[src/rtl/bsg_tag_stream_scheduler.sv]
// Round-robin scheduler that serializes tag packets into the bsg_tag_master data_i stream.
// Optional macro BSG_TAG_STREAM_SCHEDULER_RESYNC_EN adds resync_i to re-emit the preamble on demand.
module bsg_tag_stream_scheduler #(
    parameter int els_p         = 16,
    parameter int lg_width_p    = 4,
    parameter int num_req_p     = 2,
    parameter int reset_zeros_p = 64,
    parameter int gap_zeros_p   = 1,
    localparam int lg_els_lp    = (els_p <= 1) ? 1 : $clog2(els_p),
    localparam int max_len_lp   = (1 << lg_width_p) - 1
) (
    input  logic                            clk_i,
    input  logic                            reset_i,
    input  logic [num_req_p-1:0]            v_i,
    input  logic [num_req_p*lg_els_lp-1:0]  node_id_i,
    input  logic [num_req_p-1:0]            data_not_reset_i,
    input  logic [num_req_p*lg_width_p-1:0] len_i,
    input  logic [num_req_p*max_len_lp-1:0] payload_i,
    output logic [num_req_p-1:0]            yumi_o,
    output logic                            tag_data_o,
    output logic                            busy_o
`ifdef BSG_TAG_STREAM_SCHEDULER_RESYNC_EN
    ,
    input  logic                            resync_i
`endif
);

    localparam int hw_lp      = lg_els_lp + 1 + lg_width_p;
    localparam int sr_w_lp    = hw_lp + max_len_lp;
    localparam int lg_req_lp  = (num_req_p <= 1) ? 1 : $clog2(num_req_p);
    localparam int max_a_lp   = (reset_zeros_p > gap_zeros_p) ? reset_zeros_p : gap_zeros_p;
    localparam int max_b_lp   = (hw_lp > max_len_lp) ? hw_lp : max_len_lp;
    localparam int max_cnt_lp = (max_a_lp > max_b_lp) ? max_a_lp : max_b_lp;
    localparam int cnt_w_lp   = $clog2(max_cnt_lp + 1) + 2;

    localparam logic [cnt_w_lp-1:0] reset_last_lp = cnt_w_lp'(reset_zeros_p - 1);
    localparam logic [cnt_w_lp-1:0] hdr_last_lp   = cnt_w_lp'(hw_lp - 1);
    localparam logic [cnt_w_lp-1:0] gap_last_lp   = cnt_w_lp'(gap_zeros_p - 1);

    typedef enum logic [2:0] {eReset, eIdle, eStart, eHeader, ePayload, eGap} state_e;

    state_e                  state_r, state_n;
    logic [cnt_w_lp-1:0]     cnt_r, cnt_n;
    logic [sr_w_lp-1:0]      sr_r, sr_n;
    logic [lg_width_p-1:0]   len_r, len_n;
    logic [lg_req_lp-1:0]    last_r, last_n;
    logic                    data_n;
    logic                    resync_req;

    logic [lg_els_lp-1:0]    node_arr [num_req_p];
    logic                    dnr_arr  [num_req_p];
    logic [lg_width_p-1:0]   len_arr  [num_req_p];
    logic [max_len_lp-1:0]   pay_arr  [num_req_p];

    for (genvar g = 0; g < num_req_p; g++) begin : g_unpack
        assign node_arr[g] = node_id_i[g*lg_els_lp +: lg_els_lp];
        assign dnr_arr[g]  = data_not_reset_i[g];
        assign len_arr[g]  = len_i[g*lg_width_p +: lg_width_p];
        assign pay_arr[g]  = payload_i[g*max_len_lp +: max_len_lp];
    end

`ifdef BSG_TAG_STREAM_SCHEDULER_RESYNC_EN
    logic pend_r;

    // A resync seen while busy waits for the next idle slot
    always_ff @(posedge clk_i or posedge reset_i) begin
        if (reset_i)
            pend_r <= 1'b0;
        else if (state_r == eIdle)
            pend_r <= 1'b0;
        else if (resync_i)
            pend_r <= 1'b1;
    end

    assign resync_req = resync_i | pend_r;
`else
    assign resync_req = 1'b0;
`endif

    logic                 grant_v;
    logic [lg_req_lp-1:0] win, idx;

    always_comb begin
        grant_v = 1'b0;
        win     = last_r;
        idx     = '0;
        for (int i = 1; i <= num_req_p; i++) begin
            idx = lg_req_lp'((int'(last_r) + i) % num_req_p);
            if (!grant_v && v_i[idx]) begin
                grant_v = 1'b1;
                win     = idx;
            end
        end
    end

    always_comb begin
        state_n = state_r;
        cnt_n   = cnt_r + 1'b1;
        sr_n    = sr_r;
        len_n   = len_r;
        last_n  = last_r;
        data_n  = 1'b0;
        yumi_o  = '0;
        case (state_r)
            eReset: begin
                if (cnt_r == reset_last_lp) begin
                    cnt_n   = '0;
                    state_n = eIdle;
                end
            end
            eIdle: begin
                cnt_n = '0;
                if (resync_req) begin
                    state_n = eReset;
                end else if (grant_v) begin
                    yumi_o[win] = 1'b1;
                    sr_n        = {pay_arr[win], node_arr[win], dnr_arr[win], len_arr[win]};
                    len_n       = len_arr[win];
                    last_n      = win;
                    state_n     = eStart;
                end
            end
            eStart: begin
                data_n  = 1'b1;
                cnt_n   = '0;
                state_n = eHeader;
            end
            eHeader: begin
                data_n = sr_r[0];
                sr_n   = sr_r >> 1;
                if (cnt_r == hdr_last_lp) begin
                    cnt_n   = '0;
                    state_n = (len_r != '0) ? ePayload : eGap;
                end
            end
            // Header and payload share one shift register, so payload follows without realignment
            ePayload: begin
                data_n = sr_r[0];
                sr_n   = sr_r >> 1;
                if (cnt_r == cnt_w_lp'(len_r) - cnt_w_lp'(1)) begin
                    cnt_n   = '0;
                    state_n = eGap;
                end
            end
            eGap: begin
                if (cnt_r == gap_last_lp) begin
                    cnt_n   = '0;
                    state_n = eIdle;
                end
            end
            default: begin
                cnt_n   = '0;
                state_n = eReset;
            end
        endcase
    end

    always_ff @(posedge clk_i or posedge reset_i) begin
        if (reset_i) begin
            state_r    <= eReset;
            cnt_r      <= '0;
            sr_r       <= '0;
            len_r      <= '0;
            last_r     <= lg_req_lp'(num_req_p - 1);
            tag_data_o <= 1'b0;
        end else begin
            state_r    <= state_n;
            cnt_r      <= cnt_n;
            sr_r       <= sr_n;
            len_r      <= len_n;
            last_r     <= last_n;
            tag_data_o <= data_n;
        end
    end

    assign busy_o = (state_r != eIdle);

endmodule

[config.mk]
export PLATFORM = sky130hd
export DESIGN_NAME = bsg_tag_stream_scheduler
export DESIGN_NICKNAME = d
export VERILOG_FILES = /design/src/rtl/bsg_tag_stream_scheduler.sv
export SDC_FILE = /design/constraint.sdc
export NUM_CORES = 1
export LEC_CHECK = 0
export BUFFER_PORTS_ARGS = -buffer_cell sky130_fd_sc_hd__buf_2
export CAP_MARGIN = 15
export CORE_MARGIN = 1.5
export CORE_UTILIZATION = 50
export CTS_CLUSTER_DIAMETER = 200
export DETAILED_ROUTE_END_ITERATION = 6
export PLACE_DENSITY = 0.75
export SETUP_SLACK_MARGIN = 0.05
export SLEW_MARGIN = 0
export SYNTH_ARGS = -nofsm -noshare
export SYNTH_HDL_FRONTEND = slang
export SYNTH_SLANG_ARGS = --single-unit
[constraint.sdc]
create_clock -name clk_i -period 3.9 [get_ports clk_i]
set_clock_uncertainty 0.05 [all_clocks]
set_input_delay 0.78 -clock clk_i [delete_from_list [all_inputs] [get_ports clk_i]]
set_output_delay 0.78 -clock clk_i [all_outputs]
set_load 0.05 [all_outputs]
==> flow_summary.yaml <==
clocking:
  cts.clk_slew.worst_paths_ps: 80
  clock_latency_ps: 290
  max-clock-path-buffers: 2
  cts_resized: 0
  post-cts-setup-buffers: 0
  clock-sinks: 42
  cts_tree: "done"
  htreeDepth: 2
  cts_hold_buf: 0
  cts-root-buf: "clkbuf_8"
  cts_buffers: 5
grt:
  gr-total-overflow: 0
  globalRouteMet2Util_pct: 31.6
  grt_pass1_wl_um: 8110
  met3_usage_pct: 3.02
  grt_max_degree: 49
  grt_pass1_vias: 1858
  grt_util_met1_pct: 25.1
  antenna_found_initial: 0
  track_usage_pct: 19.1
  busiest_layer: "met2"
setup_path:
  cp_cell_sequence: "nor2b_1 > a21oi_4 > mux2_2 > a211oi_1 > a21o_1"
  crit_fanout: 48
  crit_required_ps: 4040
  crit_arrival_ps: 3080
  end_kind: "register"
  worstSetupPathType: "reg2reg"
  slowest_stage: "mux2_2"
  worstSetupStartpointType: "register"
  slowest_delay_ps: 870
layout:
  n_antenna_cell: 0
  area_delta_synth_final_pct: 16.7
  fillers: 415
  layout_commonest_cell: "buf_2"
  final_cell_mix: "55 x buf_2, 41 x dfrtp_1, 29 x nor2_1"
  fin_nets: 356
  final_cells: 368
  drive_gt1_share_pct: 28.6
  design_area_mm2: 0.00292
yosys:
  synth.distinct_cells: 47
  synth-seq-cells: 42
  syn_area_mm2: 0.00250
  synth.top_cell.area_share_pct: 41.0
  synth_area_leaders: "dfrtp_1 41%, mux2i_1 9.2%, a21o_1 7.2%"
  synth_edf_count: 0
  synth_nets: 312
  yosys_warnings: 0
  ys.flop_type: "dfrtp_1"
  synth_async_sr_flop_share_pct: 100
  syn_area_per_cell_um2: 9.73
  syn_inst: 257
  synth_top_cell_by_area: "dfrtp_1"
  synth.yosys.seq_area_share_pct: 42.1
floorplan:
  coreArea_mm2: 0.00475
  die_area_mm2: 0.00543
  dieWidth_um: 73.7
  start_util_pct: 52.6
  die_y_um: 73.7
  rows: 25
  num_io_pins: 56
route:
  dr.first_iter.drc_count: 143
  vias: 1952
  drt-total-wl_um: 4950
  vias_per_cell: 5.30
  post_drt_wl_per_cell_um: 13.4
  firstDrtPassIters: 4
  ant_nets: 0
  drc_errors: 0
min_path:
  min_path_type: "reg2reg"
pwr:
  total_power_w: 0.00256
  vdd_drop_max_mv: 0.397
  power_leakage_nw: 1.42
  powerDensity_mw_per_mm2: 876
timing:
  whs_ps: 433
  slew_violations: 0
  tightest_slew_ps: 1070
  period_needed_ps: 2940
  slew-limit-headroom_pct: 28.5
  finalCritPeriodShare_pct: 75.3
  fmax_mhz: 340
  setup_viol: 0
  hold_violations: 0
  tns_ps: 0
  grt_setup_unrepaired: "false"
place:
  placed_area_mm2: 0.00281
  dp_hpwl_um: 3450
  io_buffer_count: 55
  gp_congestion: 0.816
  dp_cells: 361
run:
  max_cap_viol_count: 0
run_status:
  outcome: "complete, no violations"
==> cells by family (layout without fill, tap and decap cells) <==
logic type	after synthesis	count (layout)	synth area share [%]
xor gates and xnor gates	13	13	5.31
adders and majority gates	3	3	1.50
muxes	25	25	10.1
and+or+nand+nor	78	78	16.0
AOI/OAI and AO/OA	69	69	20.3
DFF	42	42	42.1
buffers and inverters	27	71	4.70
==> worst paths after layout <==
path                       startpoint       end  slack (ps)  cells after the start
setup / recovery           state_r[1]  sr_r[10]         960                      5
hold / removal                sr_r[1]   sr_r[1]         430                      1
setup reg to reg           state_r[1]  sr_r[10]         960                      5
hold reg to reg               sr_r[1]   sr_r[1]         430                      1
max in group asynchronous     reset_i    last_r        2870                      3
min in group asynchronous     reset_i  sr_r[19]         550                      3
==> synthesized netlist by cell type (3+ instances only) <==
cell type,n
buf_2,7
a21oi_1,4
nor2_2,7
mux2i_1,23
o21ai_1,7
a211oi_1,23
nand3_1,8
a21o_1,24
buf_1,3
dfrtp_1,41
inv_1,7
nor2_1,29
xnor2_1,10
nand2_1,13
ha_1,3
clkbuf_1,9
==> routing by layer <==
layer  up-vias  share of wire (%)
met5         -                  0
met4         0                1.5
met3         6                3.4
met2        41                 47
met1       904                 48
li1       1001                  -
==> area by class of cell <==
type | count | area [µm²] | area share (%)
multi-input combinational | 188 | 1350 | 46.4
sequential | 42 | 1050 | 36.1
timing repair buffer | 57 | 290 | 9.95
tap | 67 | 83.8 | 2.87
clock buffer | 6 | 82.6 | 2.83
clock inverter | 1 | 30.0 | 1.03
inverter | 7 | 26.3 | 0.901
==> registers in the layout, summed over array words and instances, names as in the netlist <==
| name | count |
|---|---|
| state_r | 3 |
| sr_r | 24 |
| cnt_r | 9 |
| tag_data_o | 1 |
| len_r | 4 |
| last_r | 1 |
==> stage by stage <==
step	setup slack [ps]	util, %
after global placement	1040	59.0
after global routing	647	61.4
after floorplan	811	-
after CTS	947	61.4
after detailed placement	968	59.0
final	962	61.4
==> power by group <==
| group | switching, W | internal [W] |
|---|---|---|
| sequential | 0.000156 | 0.000645 |
| clock | 0.000147 | 0.000205 |
| combinational | 0.000776 | 0.000626 |
| total | 0.00108 | 0.00148 |
==> critical path: cells and delay by family (launching register included) <==
family             cells  cell delay [ps]
muxes                  1              870
and+or+nand+nor        1              230
AOI/OAI and AO/OA      3             1200
DFF                    1              470
No activity file was read; power rests on OpenSTA's default activity.
